`src/rtl/geofence_seq.sv`:
```
// geofence_seq -- job sequencer in front of a point-in-polygon geofence core.
//
// For every object of a job it fetches 7 coordinate words (test point plus
// six fence vertices) from the coordinate memory, streams them one per
// cycle into the core while the core is out of reset, then waits for the
// core verdict (or gives up after 256 wait cycles) and records it.
//
// Ports
//   clk, reset        system clock, asynchronous active-high reset
//   start, obj_num    job request (sampled in IDLE) and object count 0..16
//                     (anything above 16 is clamped to 16)
//   busy, done        job in progress / one-cycle end-of-job pulse
//   mem_rd, mem_addr  memory read strobe and word address (obj*7+k)
//   mem_x, mem_y      memory read data, one cycle after mem_rd
//   gf_rst            registered reset to the core (1 = hold core in reset)
//   gf_X, gf_Y        coordinate stream to the core (0 when not streaming)
//   gf_valid          core result strobe, honoured only in WAIT
//   gf_is_inside      core verdict accompanying gf_valid
//   inside_map        verdict bit per object of the current/last job
//   inside_cnt        number of inside verdicts in the current/last job
//   timeout_err       sticky: some object of the job timed out
module geofence_seq (
  input  logic        clk,
  input  logic        reset,
  input  logic        start,
  input  logic [4:0]  obj_num,
  output logic        busy,
  output logic        done,
  output logic        mem_rd,
  output logic [6:0]  mem_addr,
  input  logic [9:0]  mem_x,
  input  logic [9:0]  mem_y,
  output logic        gf_rst,
  output logic [9:0]  gf_X,
  output logic [9:0]  gf_Y,
  input  logic        gf_valid,
  input  logic        gf_is_inside,
  output logic [15:0] inside_map,
  output logic [4:0]  inside_cnt,
  output logic        timeout_err
);

  localparam int        WORDS      = 7;        // words per object
  localparam logic [3:0] FETCH_LAST = 4'd7;    // 7 reads + 1 trailing capture
  localparam logic [3:0] STRM_LAST  = 4'd6;
  localparam logic [8:0] WAIT_LIMIT = 9'd255;

  typedef enum logic [2:0] {
    IDLE   = 3'd0,
    FETCH  = 3'd1,
    STREAM = 3'd2,
    WAIT   = 3'd3,
    FIN    = 3'd4
  } state_t;

  state_t state, stateNext;

  logic [3:0] phase;                 // cycle index inside FETCH / STREAM
  logic [8:0] waitCnt;               // cycles spent in WAIT for this object
  logic [4:0] objIdx;                // object currently being processed
  logic [4:0] objTotal;              // clamped object count of this job
  logic [WORDS-1:0][9:0] bufX;       // fetched words, entry k = word k
  logic [WORDS-1:0][9:0] bufY;

  logic       accept;                // start taken this cycle
  logic       timeoutHit;            // WAIT ran out without a verdict
  logic       objEnd;                // current object finishes this cycle
  logic       lastObj;               // current object is the last of the job
  logic [2:0] capIdx;                // buffer entry written this FETCH cycle
  logic [4:0] objClamp;

  // --------------------------------------------------------------------
  // Control decode
  // --------------------------------------------------------------------
  always_comb begin
    accept     = (state == IDLE) && start;
    timeoutHit = (state == WAIT) && !gf_valid && (waitCnt == WAIT_LIMIT);
    objEnd     = (state == WAIT) && (gf_valid || timeoutHit);
    // widened so objIdx+1 cannot wrap when compared against 16
    lastObj    = ({1'b0, objIdx} + 6'd1) >= {1'b0, objTotal};
    // read data for word k arrives in FETCH cycle k+1
    capIdx     = phase[2:0] - 3'd1;
    objClamp   = (obj_num > 5'd16) ? 5'd16 : obj_num;
  end

  // --------------------------------------------------------------------
  // State register
  // --------------------------------------------------------------------
  always_ff @(posedge clk or posedge reset) begin
    if (reset) state <= IDLE;
    else       state <= stateNext;
  end

  // --------------------------------------------------------------------
  // Next state and Moore outputs
  // --------------------------------------------------------------------
  always_comb begin
    stateNext = state;
    busy      = 1'b0;
    done      = 1'b0;
    mem_rd    = 1'b0;
    mem_addr  = '0;
    gf_X      = '0;
    gf_Y      = '0;
    unique case (state)
      IDLE: begin
        if (start) stateNext = (obj_num == 5'd0) ? FIN : FETCH;
      end
      FETCH: begin
        busy = 1'b1;
        if (phase < 4'd7) begin
          mem_rd   = 1'b1;
          mem_addr = 7'(objIdx) * 7'd7 + 7'(phase);
        end
        if (phase == FETCH_LAST) stateNext = STREAM;
      end
      STREAM: begin
        busy = 1'b1;
        gf_X = bufX[phase[2:0]];
        gf_Y = bufY[phase[2:0]];
        if (phase == STRM_LAST) stateNext = WAIT;
      end
      WAIT: begin
        busy = 1'b1;
        if (objEnd) stateNext = lastObj ? FIN : FETCH;
      end
      FIN: begin
        done      = 1'b1;
        stateNext = IDLE;
      end
      default: stateNext = IDLE;
    endcase
  end

  // --------------------------------------------------------------------
  // Phase and wait counters
  // --------------------------------------------------------------------
  always_ff @(posedge clk or posedge reset) begin
    if (reset) begin
      phase   <= '0;
      waitCnt <= '0;
    end else begin
      // phase restarts on every state change, so each FETCH/STREAM
      // visit counts from 0
      if ((state == FETCH || state == STREAM) && (stateNext == state))
        phase <= phase + 4'd1;
      else
        phase <= '0;
      if (state == WAIT && !objEnd) waitCnt <= waitCnt + 9'd1;
      else                          waitCnt <= '0;
    end
  end

  // --------------------------------------------------------------------
  // Fetch buffer
  // --------------------------------------------------------------------
  always_ff @(posedge clk or posedge reset) begin
    if (reset) begin
      bufX <= '0;
      bufY <= '0;
    end else if (state == FETCH && phase != 4'd0) begin
      bufX[capIdx] <= mem_x;
      bufY[capIdx] <= mem_y;
    end
  end

  // --------------------------------------------------------------------
  // Core reset: released on the edge into STREAM, re-asserted on the
  // edge that closes the object, so the core only ever sees a complete
  // freshly fetched coordinate set.
  // --------------------------------------------------------------------
  always_ff @(posedge clk or posedge reset) begin
    if (reset)                                     gf_rst <= 1'b1;
    else if (state == FETCH && stateNext == STREAM) gf_rst <= 1'b0;
    else if (objEnd)                               gf_rst <= 1'b1;
  end

  // --------------------------------------------------------------------
  // Job bookkeeping and results
  // --------------------------------------------------------------------
  always_ff @(posedge clk or posedge reset) begin
    if (reset) begin
      objIdx      <= '0;
      objTotal    <= '0;
      inside_map  <= '0;
      inside_cnt  <= '0;
      timeout_err <= 1'b0;
    end else if (accept) begin
      objIdx      <= '0;
      objTotal    <= objClamp;
      inside_map  <= '0;
      inside_cnt  <= '0;
      timeout_err <= 1'b0;
    end else if (objEnd) begin
      // a timed-out object records 0 because gf_valid is low that cycle
      inside_map[objIdx[3:0]] <= gf_valid & gf_is_inside;
      if (gf_valid && gf_is_inside) inside_cnt <= inside_cnt + 5'd1;
      if (timeoutHit)               timeout_err <= 1'b1;
      objIdx <= objIdx + 5'd1;
    end
  end

endmodule

```
`config.mk`:
```
export PLATFORM = sky130hd
export DESIGN_NAME = geofence_seq
export DESIGN_NICKNAME = d
export VERILOG_FILES = /design/src/rtl/geofence_seq.sv
export SDC_FILE = /design/constraint.sdc
export NUM_CORES = 1
export LEC_CHECK = 0
export ABC_CLOCK_PERIOD_IN_PS = 7070
export BUFFER_PORTS_ARGS = -buffer_cell sky130_fd_sc_hd__buf_2
export CAP_MARGIN = 20
export CORE_MARGIN = 4
export CORE_UTILIZATION = 30
export CTS_CLUSTER_SIZE = 20
export DETAILED_ROUTE_END_ITERATION = 8
export MAX_ROUTING_LAYER = met4
export PLACE_DENSITY = 0.47
export SLEW_MARGIN = 25
export SYNTH_ARGS = -nofsm -noshare
export SYNTH_HDL_FRONTEND = slang
export SYNTH_SLANG_ARGS = --single-unit
```
`constraint.sdc`:
```
create_clock -name clk -period 7.07 [get_ports clk]
set_clock_uncertainty 0.1 [all_clocks]
set_input_delay 1.0605 -clock clk [delete_from_list [all_inputs] [get_ports clk]]
set_output_delay 1.0605 -clock clk [all_outputs]
set_load 0.01 [all_outputs]
```
# Word level (Yosys, flattened, before mapping)
# Cells that the tools add are included.
word_totals:
  ff_bits: 189
  output_inout_bits: 53
  input_bits: 30
op_classes:
  mux: 41
  reduce_logical: 25
  n_bitwise: 1
  magnitude_cmp: 8
  multipliers: 1
  n_addsub: 7
  n_eq_ne: 9
ops:
  columns: ["cell", "n"]
  rows:
  - ["bitwise mux 70 bit", 2]
  - ["binary-select mux 10 bit (select 3 bit)", 2]
  - ["2-to-1 mux 10 bit", 5]
  - ["2-to-1 mux 16 bit", 2]
  - ["demux 10 bit (select 3 bit)", 1]
  - ["2-to-1 mux 5 bit", 6]
  - ["2-to-1 mux 3 bit", 6]
  - ["bitwise mux 16 bit", 1]
  - ["2-to-1 mux 7 bit", 2]
  - ["case mux 3 bit (4 select lines)", 1]
  - ["logical AND 1 bit", 11]
  - ["adder 5 x 1 -> 5 bit (second input constant)", 2]
  - ["2-to-1 mux 1 bit", 10]
  - ["adder 9 x 1 -> 9 bit (second input constant)", 1]
  - ["equality test 3 x 2 -> 1 bit (second input constant)", 3]
  - ["equality test 9 x 8 -> 1 bit (second input constant)", 1]
  - ["2-to-1 mux 9 bit", 1]
  - ["equality test 4 x 3 -> 1 bit (second input constant)", 2]
  - ["less-than comparator 3 x 4 -> 1 bit (second input constant)", 2]
  - ["nonzero test 2 bit", 4]
  - ["adder 7 x 4 -> 7 bit", 1]
  - ["multiplier 5 x 3 -> 7 bit (second input constant)", 1]
  - ["adder 5 x 1 -> 6 bit (second input constant)", 1]
  - [">= comparator 6 x 5 -> 1 bit", 1]
  - ["other kinds (20)", 23]

# Depth between registers and ports, before layout
logic_depth:
  depth_word: 10
  mapped_depth: 10
  depth_no_buf: 10

# Worst setup path before layout
# OpenSTA, ideal clock, no wires.
synth_path:
  path_type: "register -> output"
  startpoint: "reg objIdx[2]"
  endpoint: "out mem_addr[6]"
  path_buffers: 0
  stages_incl_launch_ff: 8
  arrival_time_ps: 2643
  t_required_ps: 5909
  slack_ps: 3266
  path_cell_list: "dfrtp_1 > fa_1 > fa_1 > ha_1 > o21ai_0 > o21a_1 > or3_1 > a21oi_1"
synth_between:
  elab_chain_cells: 4
synth_lines:
  columns: ["element", "line", "text"]
  rows:
  - ["start, declared", "60", "logic [4:0] objIdx;"]
  - ["start signal, assigned", "199", "objIdx <= objIdx + 5'd1;"]
  - ["multiplier 5 x 3 -> 7 bit", "113", "mem_addr = 7'(objIdx) * 7'd7 + 7'(phase);"]
  - ["adder 7 x 4 -> 7 bit", "113", null]
  - ["2-to-1 mux 7 bit", "111", "if (phase < 4'd7) begin"]
  - ["2-to-1 mux 7 bit", "105", "unique case (state)"]
  - ["end, declared", "30", "output logic [6:0] mem_addr,"]
# No other way between the ends.

# Worst setup path after layout
# Ends and elaborated chain as after synthesis.

==> impl_results.md <==
* Ys flop type: dfrtp_1
* Top Ports at 83
* Yosys top cell area share at 0.495
* R2R cell count at 8
* Final hold violations at 0
* Post-DRT Antenna Nets at 0
* Number of global-route vias before repair at 6,221
* Fin util at 0.353
* WS Path Type: reg2out
* #FFs+latches synth at 189
* Hold WC Path Type: reg2reg
* Max H-tree Level at 4
* Clock root buffer: clkbuf_16
* Setup TNS at 0 ns
* Drt drc at 0
* Post-synthesis cell area at 9510 um2
* Largest area contributor in the netlist: dfrtp_1
* Drt wl/cell at 18.2 um
* Vias post-DR at 5,899
* Slew Limit Fails at 0
* Dpl cell area at 10,300 um2
* Layout cell share with drive strength beyond 1 at 0.363
* DRC violation total after the first TritonRoute iteration at 341
* Tot GR Track Use at 0.139
* Crit path required time at 5.91 ns
* Max Buffers Root-to-Sink at 2
* Unique cell type count in the Yosys netlist at 49
* Worst vdd ir at 0.000271 V
* Slew HR at 0.387
* CTS buffer count at 17
* Hold_buf cts at 0
* Die area at 34,600 um2
* CTS tree: yes
* WHS Path Cells at 1
* Post-cts sizing count at 0
* Row Count at 64
* Max Clock Freq at 224 MHz
* Vias/cell at 4.82
* Area Growth Syn to Fin at 14.9%
* Setup-failing EPs final at 0
* Most frequent cells after synthesis: dfrtp_1 (188), mux2_2 (120), nor2_1 (62)
* Largest net degree at the start of global routing at 130
* GR Overflow Total at 0
* CP dominant cell by count: fa_1
* Status: completed
* Filler Cell Count at 3,114
* HPWL Detailed at 13,600 um
* Worst EP arrival at 3.30 ns
* Slowest CP cell: dfrtp_1
* Worst Path Max Fanout at 9
* Mean Syn Cell Area at 12.8 um2
* Slowest stage delay, CP at 0.59 ns
* Tot Pwr at 4.55 mW
* Type of origin of the critical path: flip-flop
* Ys Warns at 0
* Placer congestion estimate at 0.724
* Sink Count at 189
* Post-layout minimum cycle time at 4.46 ns
* EDFF count, synth at 0
* Router iterations before antenna repair at 4
* Clock slew at reported path FFs at 0.07 ns
* Worst path bufs/invs at 1
* Die X at 186 um
* Crit path max-delay family: adder cells
* Critical path capture point type: output pin
* Final nets at 881
* Top cells by area, synth: dfrtp_1 (49%), mux2_2 (14%), mux2i_1 (5.1%)
* CORE AREA at 30,900 um2
* Max-Cap Viols at 0
* Die Y-Extent at 186 um
* RSZ-0062 raised after global routing: false
* Initial Util at 0.308
* Pwr/cell area at 417 nW/um2
* Syn Inst Count at 742
* Antenna violations before repair at 1
* Postcts setup bufs at 0
* Critical path depth in cells at 8
* Crit-path cells: fa_1 -> fa_1 -> ha_1 -> o21ai_0 -> o21a_1 -> or3_1 -> a21oi_1 -> buf_2
* Leak at 5.00 nW
* Synthesized Nets at 810
* Sequential fraction of the synthesis area at 0.498
* Most instantiated library cell after synthesis: dfrtp_1
* IO Port Bufs at 82
* Final Cycle Share at 0.630
* Fin area at 10,900 um2
* Routed WL at 22,300 um
* Clk Latency, worst-skew pair at 0.43 ns
* First-pass GRT wire length at 36,000 um
* Worst-Margin Slew at 0.916 ns
* Ys async rst share at 1.00
==> per-layer routing <==
metal	vias to the layer above	GRT usage	wire [um]
li1	2784	-	-
met1	3021	0.190	11100
met2	78	0.218	10400
met3	16	0.0238	588
met4	0	0.0318	219
met5	-	-	0
==> state kept, by name (all words and copies together), names as in the netlist <==
signal       flops
bufX            70
bufY            70
inside_map      16
waitCnt          9
inside_cnt       5
objIdx           5
objTotal         5
phase            4
state            3
gf_rst           1
timeout_err      1
==> layout make-up <==
class	count	area, um2	area share
Clock buffer	19	453	0.0415
Antenna cell	1	2.50	0.000229
Multi-Input combinational cell	489	4500	0.412
Tap cell	396	495	0.0454
Timing Repair Buffer	93	493	0.0452
Clock inverter	13	141	0.0129
Sequential cell	189	4730	0.434
Inverter	23	98.8	0.00905
==> cells in the final DEF, fill, tap and decap left out, types with 4 or more instances in the layout <==
master / n
inv_6: 5
inv_1: 22
inv_8: 4
nand3_1: 16
ha_1: 31
o21ai_0: 11
nor2b_1: 5
buf_2: 82
xor2_1: 7
mux2_2: 120
mux2i_1: 48
nor3_1: 4
nor2_1: 61
mux2_4: 20
buf_4: 11
a211oi_1: 13
o2bb2ai_1: 10
mux4_2: 20
a21oi_1: 17
nand2_1: 39
fa_1: 7
xnor2_1: 13
clkbuf_16: 17
dfrtp_1: 185
nand3b_1: 6
==> worst paths after layout <==
path / start / to / slack [ns]
min in group asynchronous: reset / inside_cnt[4] / 0.57
min: waitCnt[0] / waitCnt[0] / 0.38
max in group asynchronous: reset / phase[2] / 4.91
min reg2reg: waitCnt[0] / waitCnt[0] / 0.38
max: objIdx[2] / mem_addr[6] / 2.61
max reg2reg: phase[0] / bufX[60] / 3.59
==> logic make-up after synthesis <==
logic type      count (synthesis)  share of synthesized area
compound gates                 61                     0.0425
xor+xnor                       20                     0.0184
fa+ha+maj                      38                     0.0555
buf+inv                        64                     0.0312
flops                         189                      0.498
mux                           209                      0.273
simple gates                  161                     0.0817
==> through the flow <==
stage                     cells  worst slack (ns)  hold slack, ns
after floorplan             742             0.769           0.343
after global placement     1190              3.07           0.379
after detailed placement   1190              3.06           0.379
after CTS                  1222              2.55           0.390
after global routing       1223              2.42           0.407
final                      1223              2.61           0.384
==> report_power, final <==
group	internal, mW	switching (mW)	total [mW]
sequential	1.53	0.251	1.78
combinational	0.963	0.823	1.79
clock	0.521	0.460	0.982
total	3.02	1.53	4.55
Note: power is estimated with default switching activity, not from simulation.
